<file path="src/rtl/ascii_scan_pkg.sv">
// Shared constants and types for the ASCII to PS/2 set-2 scan encoder.
// KEY_BREAK_EN: when defined, break codes (F0 sequences) are emitted after make codes.
package ascii_scan_pkg;

   // Scan prefix bytes
   localparam logic [7:0] SCAN_EXT   = 8'hE0;
   localparam logic [7:0] SCAN_BRK   = 8'hF0;

   // Control and arrow key scan codes (arrows are extended keys)
   localparam logic [7:0] SCAN_SPACE = 8'h29;
   localparam logic [7:0] SCAN_ENTER = 8'h5A;
   localparam logic [7:0] SCAN_BKSP  = 8'h66;
   localparam logic [7:0] SCAN_ESC   = 8'h76;
   localparam logic [7:0] SCAN_RIGHT = 8'h74;
   localparam logic [7:0] SCAN_LEFT  = 8'h6B;
   localparam logic [7:0] SCAN_UP    = 8'h75;
   localparam logic [7:0] SCAN_DOWN  = 8'h72;

   // Digit codes, indexed by digit value 0..9
   localparam logic [7:0] SCAN_DIGIT [10] = '{
      8'h45, 8'h16, 8'h1E, 8'h26, 8'h25, 8'h2E, 8'h36, 8'h3D, 8'h3E, 8'h46
   };

   // Letter codes, indexed by letter position A=0 .. Z=25
   localparam logic [7:0] SCAN_LETTER [26] = '{
      8'h1C, 8'h32, 8'h21, 8'h23, 8'h24, 8'h2B, 8'h34, 8'h33, 8'h43, 8'h3B,
      8'h42, 8'h4B, 8'h3A, 8'h31, 8'h44, 8'h4D, 8'h15, 8'h2D, 8'h1B, 8'h2C,
      8'h3C, 8'h2A, 8'h1D, 8'h22, 8'h35, 8'h1A
   };

   // ASCII control characters with a key mapping
   localparam logic [7:0] ASCII_SPACE = 8'h20;
   localparam logic [7:0] ASCII_CR    = 8'h0D;
   localparam logic [7:0] ASCII_BS    = 8'h08;
   localparam logic [7:0] ASCII_ESC   = 8'h1B;
   localparam logic [7:0] ASCII_RIGHT = 8'h1C;
   localparam logic [7:0] ASCII_LEFT  = 8'h1D;
   localparam logic [7:0] ASCII_UP    = 8'h1E;
   localparam logic [7:0] ASCII_DOWN  = 8'h1F;

   // Encoder FSM states; break states exist only when break codes are enabled
   typedef enum logic [2:0] {
      IDLE,
      EXT_MK,
      MAKE,
`ifdef KEY_BREAK_EN
      EXT_BK,
      BRK,
      CODE_BK,
`endif
      GAP
   } state_t;

endpackage

</file>
<file path="src/rtl/ascii_scan_encoder_lut.sv">
// Combinational ASCII to set-2 scan code lookup.
// Letters are case-insensitive; arrows (0x1C..0x1F) are flagged as extended keys.
module ascii_scan_lut
   import ascii_scan_pkg::*;
(
   input  logic [7:0] ascii,
   output logic [7:0] code,
   output logic       extended,
   output logic       valid
);

   logic       is_digit;
   logic       is_letter;
   logic [3:0] digit_idx;
   logic [4:0] letter_idx;

   // Classify the character; the low bits directly give the table index
   always_comb begin
      is_digit   = (ascii >= 8'h30) && (ascii <= 8'h39);
      is_letter  = ((ascii >= 8'h41) && (ascii <= 8'h5A)) ||
                   ((ascii >= 8'h61) && (ascii <= 8'h7A));
      digit_idx  = ascii[3:0];
      letter_idx = ascii[4:0] - 5'd1;
   end

   // Select the scan code and its extended flag
   always_comb begin
      code     = 8'h00;
      extended = 1'b0;
      valid    = 1'b0;
      if (is_digit) begin
         code  = SCAN_DIGIT[digit_idx];
         valid = 1'b1;
      end else if (is_letter) begin
         code  = SCAN_LETTER[letter_idx];
         valid = 1'b1;
      end else begin
         case (ascii)
            ASCII_SPACE: begin code = SCAN_SPACE; valid = 1'b1; end
            ASCII_CR:    begin code = SCAN_ENTER; valid = 1'b1; end
            ASCII_BS:    begin code = SCAN_BKSP;  valid = 1'b1; end
            ASCII_ESC:   begin code = SCAN_ESC;   valid = 1'b1; end
            ASCII_RIGHT: begin code = SCAN_RIGHT; valid = 1'b1; extended = 1'b1; end
            ASCII_LEFT:  begin code = SCAN_LEFT;  valid = 1'b1; extended = 1'b1; end
            ASCII_UP:    begin code = SCAN_UP;    valid = 1'b1; extended = 1'b1; end
            ASCII_DOWN:  begin code = SCAN_DOWN;  valid = 1'b1; extended = 1'b1; end
            default:     begin code = 8'h00;      valid = 1'b0; end
         endcase
      end
   end

endmodule

</file>
<file path="src/rtl/ascii_scan_encoder.sv">
// ASCII character to PS/2 set-2 scan byte sequence encoder.
// Each accepted character becomes a make sequence (and, with KEY_BREAK_EN defined,
// a following break sequence) streamed out over a valid/ready byte interface,
// with BYTE_GAP idle cycles between consecutive bytes of one character.
module ascii_scan_encoder
   import ascii_scan_pkg::*;
#(
   parameter int BYTE_GAP = 0
) (
   input  logic       clk,
   input  logic       rst_n,
   input  logic [7:0] ascii_in,
   input  logic       ascii_valid,
   output logic       ascii_ready,
   output logic [7:0] scan_out,
   output logic       scan_valid,
   input  logic       scan_ready,
   output logic       unmapped
);

   // Value loaded into the gap counter when entering GAP (counts down to 0)
   localparam logic [7:0] GAP_LOAD = (BYTE_GAP > 0) ? 8'(BYTE_GAP - 1) : 8'd0;

   state_t     state_reg, state_next;
   state_t     resume_reg, resume_next;
   state_t     follow;
   logic [7:0] code_reg, code_next;
   logic [7:0] gap_cnt_reg, gap_cnt_next;
   logic       unmapped_reg, unmapped_next;
   logic       last_byte;
   logic       accept;

`ifdef KEY_BREAK_EN
   // The extended flag only steers the choice of break prefix
   logic       ext_reg, ext_next;
`endif

   logic [7:0] lut_code;
   logic       lut_ext;
   logic       lut_valid;

   ascii_scan_lut u_lut (
      .ascii    (ascii_in),
      .code     (lut_code),
      .extended (lut_ext),
      .valid    (lut_valid)
   );

   assign accept   = ascii_valid && ascii_ready;
   assign unmapped = unmapped_reg;

   // Next-state, byte selection and handshake outputs
   always_comb begin
      state_next    = state_reg;
      resume_next   = resume_reg;
      code_next     = code_reg;
      gap_cnt_next  = gap_cnt_reg;
      unmapped_next = 1'b0;
`ifdef KEY_BREAK_EN
      ext_next      = ext_reg;
`endif
      ascii_ready   = 1'b0;
      scan_valid    = 1'b0;
      scan_out      = 8'h00;
      follow        = IDLE;
      last_byte     = 1'b0;

      case (state_reg)
         IDLE: begin
            // Hold off one cycle after an unmapped character so its pulse is isolated
            ascii_ready = !unmapped_reg;
            if (accept) begin
               if (lut_valid) begin
                  code_next  = lut_code;
`ifdef KEY_BREAK_EN
                  ext_next   = lut_ext;
`endif
                  state_next = lut_ext ? EXT_MK : MAKE;
               end else begin
                  unmapped_next = 1'b1;
               end
            end
         end
         EXT_MK: begin
            scan_valid = 1'b1;
            scan_out   = SCAN_EXT;
            follow     = MAKE;
         end
         MAKE: begin
            scan_valid = 1'b1;
            scan_out   = code_reg;
`ifdef KEY_BREAK_EN
            follow     = ext_reg ? EXT_BK : BRK;
`else
            last_byte  = 1'b1;
`endif
         end
`ifdef KEY_BREAK_EN
         EXT_BK: begin
            scan_valid = 1'b1;
            scan_out   = SCAN_EXT;
            follow     = BRK;
         end
         BRK: begin
            scan_valid = 1'b1;
            scan_out   = SCAN_BRK;
            follow     = CODE_BK;
         end
         CODE_BK: begin
            scan_valid = 1'b1;
            scan_out   = code_reg;
            last_byte  = 1'b1;
         end
`endif
         GAP: begin
            if (gap_cnt_reg == 8'd0) begin
               state_next = resume_reg;
            end else begin
               gap_cnt_next = gap_cnt_reg - 8'd1;
            end
         end
         default: begin
            state_next = IDLE;
         end
      endcase

      // Byte handed off: finish, move straight on, or idle for the gap first
      if (scan_valid && scan_ready) begin
         if (last_byte) begin
            state_next = IDLE;
         end else if (BYTE_GAP == 0) begin
            state_next = follow;
         end else begin
            state_next   = GAP;
            resume_next  = follow;
            gap_cnt_next = GAP_LOAD;
         end
      end
   end

   // State and captured lookup registers with synchronous active-low reset
   always_ff @(posedge clk) begin
      if (!rst_n) begin
         state_reg    <= IDLE;
         resume_reg   <= IDLE;
         code_reg     <= 8'h00;
         gap_cnt_reg  <= 8'd0;
         unmapped_reg <= 1'b0;
`ifdef KEY_BREAK_EN
         ext_reg      <= 1'b0;
`endif
      end else begin
         state_reg    <= state_next;
         resume_reg   <= resume_next;
         code_reg     <= code_next;
         gap_cnt_reg  <= gap_cnt_next;
         unmapped_reg <= unmapped_next;
`ifdef KEY_BREAK_EN
         ext_reg      <= ext_next;
`endif
      end
   end

endmodule

</file>
<file path="config.mk">
export PLATFORM = sky130hd
export DESIGN_NAME = ascii_scan_encoder
export DESIGN_NICKNAME = d
export VERILOG_FILES = /design/src/rtl/ascii_scan_pkg.sv /design/src/rtl/ascii_scan_encoder_lut.sv /design/src/rtl/ascii_scan_encoder.sv
export SDC_FILE = /design/constraint.sdc
export NUM_CORES = 1
export LEC_CHECK = 0
export BUFFER_PORTS_ARGS = -buffer_cell sky130_fd_sc_hd__buf_4
export CORE_MARGIN = 5
export CORE_UTILIZATION = 55
export CTS_BUF_LIST = sky130_fd_sc_hd__clkbuf_4 sky130_fd_sc_hd__clkbuf_8
export DETAILED_ROUTE_END_ITERATION = 6
export PLACE_DENSITY = 0.76
export SYNTH_ARGS = -nofsm -noshare
export SYNTH_HDL_FRONTEND = slang
export SYNTH_SLANG_ARGS = --single-unit
</file>
<file path="constraint.sdc">
create_clock -name clk -period 5.5 [get_ports clk]
set_input_delay 0 -clock clk [delete_from_list [all_inputs] [get_ports clk]]
set_output_delay 0 -clock clk [all_outputs]
set_load 0.05 [all_outputs]
</file>
==> summary.md, run 1 <==
| Metric | Value |
|---|---|
| Worst skew pair latency | 310 ps |
| Synthesized area | 0.00195 mm² |
| Fin nets | 312 |
| # Max-Cap Violations | 0 |
| Leak | 0.872 nW |
| F_max | 0.375 GHz |
| Buf+Inv Stages, Crit Path | 2 |
| Hold Crit Class | in -> reg |
| DPL Wire Length | 3800 µm |
| Filler Cells Inserted | 325 |
| Final worst slack | 2840 ps |
| Crit Path Category | in -> reg |
| Post-Syn Nets | 302 |
| TritonCTS clock tree | done |
| DRC viols | 0 |
| Fin crit share | 0.484 |
| Post-CTS Setup Bufs | 0 |
| RSZ-0062 raised after global routing | false |
| DRT Pass-1 Iters | 5 |
| Clock slew at reported path FFs | 110 ps |
| Prevailing post-synth register cell | dfxtp_1 |
| Drt wl/cell | 15.1 µm |
| Slew @ Worst Pin | 806 ps |
| Placed instance area | 0.00210 mm² |
| Slew HR | 0.459 |
| Fin. max-slew vios | 0 |
| Synth area leader | dfxtp_1 |
| I/O Pins | 23 |
| Status | finished clean |
| EDFF count, synth | 0 |
| Gr ovfl total | 0 |
| # rows | 21 |
| Final min period | 2660 ps |
| # diodes | 0 |
| Cells after Synth | 274 |
| Top cells by count, synth | nand2_1, nor2_1, o21ai_0 |
| Initial antenna violation count | 0 |
| Met1 Use GR | 0.288 |
| Area contributors post-synth | dfxtp_1, ha_1, o21ai_0 |
| Hold_buf cts | 1 |
| P&R area growth vs syn | 10.2% |
| Hold_sp | rst_n |
| Power per cell area | 198 mW/mm² |
| Yosys top cell area share | 0.185 |
| Die X | 69.5 µm |
| Total CTS buffers | 3 |
| Cell variety after synth | 53 |
| Setup TNS | 0 ps |
| Yosys warns | 0 |
| DR vias | 2012 |
| CP required | 5740 ps |
| Die Y | 69.5 µm |
| CTS root buf | clkbuf_4 |
| #FFs+latches synth | 18 |
| Async SR Flop Fraction | 0 |
| Layout cells sized above 1 | 0.102 |
| Worst EP arrival | 2900 ps |
| WL final | 4980 µm |
| Final-report hold violation count | 0 |
| Final Setup Violations | 0 |
| Critical Path Max Stage Delay | 490 ps |
| Vias in the first global route | 1682 |
| TritonCTS Sinks | 18 |
| Antenna-violating nets left | 0 |
| Total global-route track usage | 0.198 |
| Final core occ | 0.633 |
| H-tree Lvls | 1 |
| Met2 usage | 0.305 |
| Design area | 0.00215 mm² |
| Clk_skew | 8.57 ps |
| Seq/Total Area, Yosys | 0.185 |
| First-pass GRT wire length | 8090 µm |
| Vias per cell | 6.12 |
| Syn avg cell area | 7.11 µm² |
| Worst VDD drop | 0.181 mV |
| Crit-path cells | buf_4, clkinv_1, ha_1, or3b_1, o32a_1, a21o_1, o311a_1, a211oi_2, mux2i_1 |
| Cells after DPL | 324 |
| Crit-path slowest cell | ha_1 |
| Most used routing layer | met2 |
| Initial Util | 0.575 |
| CP endpoint kind | flip-flop |
| Post-route non-filler standard cell count | 329 |
| R2r setup slk | 3200 ps |
| Crit. Startpoint | ascii_in[0] |
| Max Fanout on Critical Path | 15 |
| Core area | 0.00339 mm² |
| Largest net degree at the start of global routing | 30 |
| Pre-CTS setup slack | 2560 ps |
| Met3 usage | 0.0377 |
| Initial drt markers | 213 |
| Clock Tree Buf Depth | 2 |
| CP delay by family, top | compound AO/OA/AOI/OAI gates |
| Buffers on Ports | 22 |
| Crit path launch type | input port |
| Die area | 0.00483 mm² |
| Post-CTS resize count | 0 |
| RePlAce Congestion | 0.927 |
| Reg-to-Reg Start | gap_cnt_reg[2] |
| Max reg flops | 8 |
| Most common cell in the netlist | nand2_1 |
## per-stage QoR
step,power [mW],hold slack [ps]
6_report,0.424,23.2
5_1_grt,0.453,26.1
4_1_cts,0.423,20.4
3_5_place_dp,0.339,312
3_3_place_gp,0.338,307
2_1_floorplan,0.293,154
## area by class of cell
cell class	instances	area, µm²	area share
multi-input cells	225	1470	0.684
flip-flops and latches	18	360	0.168
repair buffers	23	175	0.0816
well taps	46	57.6	0.0268
inverters	13	48.8	0.0227
clock buffers	4	36.3	0.0169
## path summary, 6_finish.rpt
| path | endpoint | depth (start not counted) |
|---|---|---|
| hold reg to reg | code_reg[2] | 2 |
| setup reg to reg | state_reg[0] | 6 |
| setup / recovery | state_reg[1] | 9 |
| hold / removal | gap_cnt_reg[1] | 2 |
## kinds of logic after synthesis
| group | synth area share |
|---|---|
| AND/OR/NAND/NOR | 0.290 |
| AO/OA/AOI/OAI | 0.285 |
| buffers and inverters | 0.0610 |
| flip-flops | 0.185 |
| adder cells (fa/ha/maj) | 0.103 |
| XOR/XNOR | 0.0539 |
| multiplexers | 0.0218 |
## cell usage in the layout, fill, tap and decap left out, types with 2 or more instances in the layout
| cell | count |
|---|---|
| a21boi_0 | 2 |
| nand2b_1 | 4 |
| a31oi_1 | 5 |
| o211ai_1 | 3 |
| a21oi_1 | 15 |
| a211oi_1 | 3 |
| nand4_1 | 3 |
| xnor2_1 | 11 |
| buf_4 | 22 |
| mux2i_1 | 2 |
| and2_1 | 9 |
| o22ai_1 | 2 |
| o221ai_1 | 4 |
| a41oi_1 | 4 |
| a221oi_1 | 2 |
| nor2_1 | 25 |
| inv_1 | 12 |
| o21ai_0 | 22 |
| nand4bb_1 | 2 |
| and3_1 | 6 |
| clkbuf_4 | 3 |
| nor2b_1 | 10 |
| nand2_1 | 29 |
| dfxtp_1 | 18 |
| nor4_1 | 2 |
| nand3_1 | 5 |
| nor3_1 | 10 |
| a21o_1 | 4 |
| ha_1 | 16 |
| or3_1 | 2 |
| a211o_1 | 2 |
## routing by layer
layer	routed length, µm	up-vias
met2	2280	61
met1	2340	932
li1	-	1012
met5	0	-
met3	310	7
met4	53	0
## where the power goes
group	switching (mW)	internal, mW	total (mW)
sequential	0.00628	0.139	0.145
combinational	0.125	0.0700	0.195
clock	0.0441	0.0405	0.0846
Note: power is estimated with default switching activity, not from simulation.
==> inputs of run 2 (changes only) <==
PLACE_DENSITY = 0.79   (was 0.76)
clock period = 2.2 ns   (was 5.5 ns; I/O delays follow)
==> run 2 against run 1 <==
First-iteration DRC count is 5.6% higher. Combinational power grew to 2.7 times the previous value. Sequential share of layout area is 1.6 points lower. Critical path type is now reg -> reg. Largest power group unchanged. Highest routed layer unchanged.
==> summary.md, run 2 (same netlist as run 1, synthesis figures left out) <==
| Metric | Value |
|---|---|
| Switching share of power | 0.412 |
| Placed instance area | 0.00232 mm² |
| WL final | 5550 µm |
| Final-report hold violation count | 0 |
| Worst VDD drop | 0.335 mV |
| Slew @ Worst Pin | 553 ps |
| Int Pwr | 0.652 mW |
| Design area | 0.00237 mm² |
| Final worst slack | 154 ps |
| DRT Pass-1 Iters | 5 |
| Post-CTS Setup Bufs | 0 |
| Clk network pwr share | 0.193 |
| First-pass GRT wire length | 9540 µm |
| Initial Util | 0.575 |
| Combinational power share | 0.480 |
| Initial antenna violation count | 0 |
| P&R area growth vs syn | 21.7% |
| Commonest non-fill, non-tap cell in the layout | buf_4 |
| Fin crit share | 0.930 |
| Fin. max-slew vios | 0 |
| Worst skew pair latency | 310 ps |
| Clock slew at reported path FFs | 110 ps |
| Pre-CTS setup slack | 57.3 ps |
| Drt wl/cell | 15.7 µm |
| CTS root buf | clkbuf_4 |
| Cells after DPL | 348 |
| F_max | 0.489 GHz |
| Die Y | 69.5 µm |
| Final min period | 2050 ps |
| Initial drt markers | 225 |
| Layout cells sized above 1 | 0.192 |
| # Max-Cap Violations | 0 |
| RePlAce Congestion | 0.993 |
| Buffers on Ports | 22 |
| CP endpoint kind | flip-flop |
| # diodes | 0 |
| Commonest cells after routing, fill and taps aside | buf_4, nand2_1, nor2_1 |
| Status | finished clean |
| Post-route non-filler standard cell count | 353 |
| Worst hold margin | 25.4 ps |
| Hold Crit Class | in -> reg |
| RSZ-0062 raised after global routing | false |
| Total CTS buffers | 3 |
| Crit Path Category | reg -> reg |
| Clock Tree Buf Depth | 2 |
| TritonCTS clock tree | done |
| DRC viols | 0 |
| Worst EP arrival | 2250 ps |
| Fin nets | 336 |
| Crit path launch type | flip-flop |
| Max Fanout on Critical Path | 4 |
| Die area | 0.00483 mm² |
| Gr ovfl total | 0 |
| Vias in the first global route | 1951 |
| CP required | 2400 ps |
| Clk_skew | 5.09 ps |
| Core area | 0.00339 mm² |
| Filler Cells Inserted | 279 |
| Power per cell area | 468 mW/mm² |
| Leak | 1.00 nW |
| Switch Pwr | 0.458 mW |
| TritonCTS Sinks | 18 |
| Seq pwr share | 0.328 |
| DPL Wire Length | 4290 µm |
| Largest net degree at the start of global routing | 29 |
| Final Setup Violations | 0 |
| Setup TNS | 0 ps |
| Vias per cell | 6.13 |
| DR vias | 2164 |
| Slew HR | 0.622 |
| Antenna-violating nets left | 0 |
| I/O Pins | 23 |
| H-tree Lvls | 1 |
| Max reg flops | 8 |
| # rows | 21 |
| Die X | 69.5 µm |
| Total global-route track usage | 0.238 |
-- run 2: area by class of cell --
| type | instances | area (µm²) | share of cell area |
|---|---|---|---|
| multi-input combinational | 225 | 1500 | 0.632 |
| timing repair buffer | 47 | 355 | 0.150 |
| inverter | 13 | 63.8 | 0.0269 |
| clock buffer | 4 | 36.3 | 0.0153 |
| sequential | 18 | 360 | 0.152 |
| tap | 46 | 57.6 | 0.0243 |
-- run 2: path summary, 6_finish.rpt --
check / startpoint / endpoint / slack (ps) / depth (start not counted)
worst max-delay path: gap_cnt_reg[3] / state_reg[0] / 150 / 6
worst min-delay path: rst_n / gap_cnt_reg[1] / 30 / 2
worst max register to register: gap_cnt_reg[3] / state_reg[0] / 150 / 6
worst min register to register: code_reg[2] / code_reg[2] / 490 / 2
-- run 2: power by group through the flow --
stage / Clock (mW) / Combinational [mW] / Sequential [mW]
floorplan: 0 / 0.377 / 0.371
global placement: 0 / 0.516 / 0.369
detailed placement: 0 / 0.524 / 0.371
CTS: 0.216 / 0.527 / 0.364
global route: 0.237 / 0.582 / 0.366
finish: 0.214 / 0.533 / 0.364
-- run 2: layer usage --
layer | wire (µm) | vias to the layer above | track usage
li1 | - | 1063 | -
met1 | 2510 | 977 | 0.344
met2 | 2440 | 108 | 0.354
met3 | 494 | 16 | 0.0551
met4 | 108 | 0 | 0.0607
met5 | 0 | - | 0
-- run 2: critical path: stages, from the launching register on --
cell      delay (ps)
dfxtp_1          340
or4_1            570
nor4b_2          320
nor2b_1          130
a211o_1          280
a32oi_1          180
a21boi_0         110
-- run 2: metrics by stage --
stage | power [mW] | util
2_1_floorplan | 0.748 | -
3_3_place_gp | 0.885 | 0.684
3_5_place_dp | 0.895 | 0.684
4_1_cts | 1.11 | 0.698
5_1_grt | 1.18 | 0.700
6_report | 1.11 | 0.700
-- run 2: what timing repair did --
action / 4_1_cts / 5_1_grt
hold buffers: 1 / 0
endpoints found under the hold margin: 1 / 0
endpoints found under the setup margin: 0 / 3
resized for setup: 0 / 1
==> inputs of run 3 (changes only) <==
--- a/config.mk
+++ b/config.mk
@@ -13,2 +13,3 @@
 export PLACE_DENSITY = 0.79
+export RECOVER_POWER = 50
 export SYNTH_ARGS = -nofsm -noshare
==> constraint.sdc (replaced) <==
create_clock -name clk -period 2.2 [get_ports clk]
set_input_delay 0.33 -clock clk [delete_from_list [all_inputs] [get_ports clk]]
set_output_delay 0.33 -clock clk [all_outputs]
set_load 0.05 [all_outputs]
==> run 3 against run 2 <==
Maximum frequency down 4.9%. Wire length up 6.2%. Critical path depth up 3. Global-route usage up 0.15 points. Clock power down 23%. Register-to-register slack worse by 20 ps. Final cell count up 4.2%. Combinational power up 7.9%. Final area up 6.1%. Worst setup slack worse by 110 ps. Total power down 0.80%. Sequential power about the same.
==> summary.md, run 3 (same netlist as run 1, synthesis figures left out) <==
| Metric | Value |
|---|---|
| Worst R2R Path Depth | 6 |
| Final min period | 2150 ps |
| Crit Path Category | in -> reg |
| Worst VDD drop | 0.401 mV |
| Die X | 69.5 µm |
| Final Setup Violations | 0 |
| Vias in the first global route | 2056 |
| TritonCTS clock tree | done |
| Buf+Inv Stages, Crit Path | 2 |
| Crit-path cells | buf_4, inv_8, ha_4, or3b_4, o32a_1, a21o_1, o311a_4, a211oi_2, mux2i_1 |
| Seq pwr share | 0.327 |
| # Max-Cap Violations | 0 |
| Core area | 0.00339 mm² |
| CP delay by family, top | compound AO/OA/AOI/OAI gates |
| Total CTS buffers | 3 |
| Slew HR | 0.591 |
| CP endpoint kind | flip-flop |
| CP Depth | 9 |
| Final-report hold violation count | 0 |
| Clk network pwr share | 0.150 |
| Initial drt markers | 236 |
| Die area | 0.00483 mm² |
| DPL Wire Length | 4520 µm |
| Crit path launch type | input port |
| Reg-to-Reg Start | gap_cnt_reg[3] |
| DR vias | 2277 |
| Initial antenna violation count | 0 |
| Worst skew pair latency | 290 ps |
| Vias per cell | 6.19 |
| F_max | 0.465 GHz |
| Initial Util | 0.575 |
| Hold Crit Class | in -> reg |
| Critical Path Max Stage Delay | 400 ps |
| Final core occ | 0.742 |
| R2r setup slk | 130 ps |
| Die Y | 69.5 µm |
| Power Total | 1.10 mW |
| Clk_skew | 1.67 ps |
| P&R area growth vs syn | 29.2% |
| Fin nets | 352 |
| Total global-route track usage | 0.240 |
| Hold_buf cts | 0 |
| Slew @ Worst Pin | 617 ps |
| DRT Pass-1 Iters | 4 |
| Setup crit end | state_reg[1] |
| I/O Pins | 23 |
| Reg-to-Reg End | state_reg[0] |
| CTS root buf | clkbuf_4 |
| Gr ovfl total | 0 |
| Max Fanout on Critical Path | 4 |
| # diodes | 0 |
| Register area | 360 µm² |
| TritonCTS Sinks | 18 |
| Int Pwr | 0.639 mW |
| Status | finished clean |
| Switching share of power | 0.420 |
| Switch Pwr | 0.462 mW |
| WL final | 5900 µm |
| RePlAce Congestion | 0.965 |
| Fin. max-slew vios | 0 |
| Antenna-violating nets left | 0 |
| Multi-input gate area in the final layout | 0.00155 mm² |
| Commonest non-fill, non-tap cell in the layout | buf_4 |
| Drt wl/cell | 16.0 µm |
| H-tree Lvls | 1 |
| First-pass GRT wire length | 9690 µm |
| DRC viols | 0 |
| Leak | 1.08 nW |
| Clock Tree Buf Depth | 2 |
| Crit. Startpoint | ascii_in[1] |
| CP required | 2430 ps |
| Clock slew at reported path FFs | 100 ps |
| Filler Cells Inserted | 272 |
| Crit-path slowest cell | o311a_4 |
| Max reg flops | 8 |
| Commonest cells after routing, fill and taps aside | buf_4, nand2_1, nor2_1 |
| Layout cells sized above 1 | 0.245 |
| Worst EP arrival | 2380 ps |
| Power per cell area | 438 mW/mm² |
| Buffers on Ports | 22 |
| Largest net degree at the start of global routing | 23 |
| Fin crit share | 0.978 |
| Combinational power share | 0.522 |
| # rows | 21 |
run 3: cell types whose count changed in the layout (fill, tap and decap cells not counted), moves of 2 or more:
cell,before,now
nor2b_2,1,3
clkbuf_2,0,2
nor2b_1,9,7
buf_4,46,59
and2_1,9,7
and2_0,0,2
clkbuf_1,0,2
run 3: repair_timing:
action | 4_1_cts | 5_1_grt
resized for setup | 1 | 7
endpoints found under the setup margin | 1 | 4
buffers inserted | 0 | 2
pin swaps | 0 | 4
run 3: power groups by stage:
stage | clock [mW] | combinational [mW] | sequential, mW
after detailed placement | 0 | 0.557 | 0.368
after global routing | 0.187 | 0.624 | 0.363
final | 0.165 | 0.575 | 0.361
after CTS | 0.164 | 0.563 | 0.360
after global placement | 0 | 0.546 | 0.368
after floorplan | 0 | 0.383 | 0.371
run 3: worst min-delay path by stage:
stage                 from          end  slack, ps  cells after the start
5_1_grt        ascii_valid     unmapped        340                      3
2_1_floorplan  code_reg[2]  code_reg[2]        440                      2
4_1_cts        ascii_valid     unmapped        340                      3
6_report       ascii_valid     unmapped        340                      3
3_5_place_dp   code_reg[2]  code_reg[2]        490                      2
3_3_place_gp   code_reg[2]  code_reg[2]        490                      2
run 3: cell type report:
type | count | area share
multi-input cells | 225 | 0.615
repair buffers | 63 | 0.183
flip-flops and latches | 18 | 0.143
inverters | 13 | 0.0273
well taps | 46 | 0.0229
clock buffers | 3 | 0.00895
run 3: worst reg2reg max path, stage by stage, from the launching register on:
cell	delay, ps
dfxtp_1	350
or4_4	550
nor4b_4	300
nor2b_1	130
a211o_1	280
a32oi_1	200
a21boi_0	140
run 3: layer usage:
layer / vias to the layer above / track usage / routed length (µm)
met3: 6 / 0.0551 / 547
li1: 1090 / - / -
met2: 123 / 0.368 / 2700
met5: - / 0 / 0
met1: 1058 / 0.339 / 2590
met4: 0 / 0.0542 / 59
run 3: through the flow:
stage          instance area, µm²  hold WS (ps)  std cells  setup TNS (ps)  worst slack, ps
6_report                     2520           345        368               0             47.5
5_1_grt                      2520           336        368           -3.97            -3.97
4_1_cts                      2470           345        366               0             59.1
3_5_place_dp                 2440           489        363           -1760             -316
3_3_place_gp                 2440           490        363           -1230             -242
2_1_floorplan                2050           442        274           -2120             -311
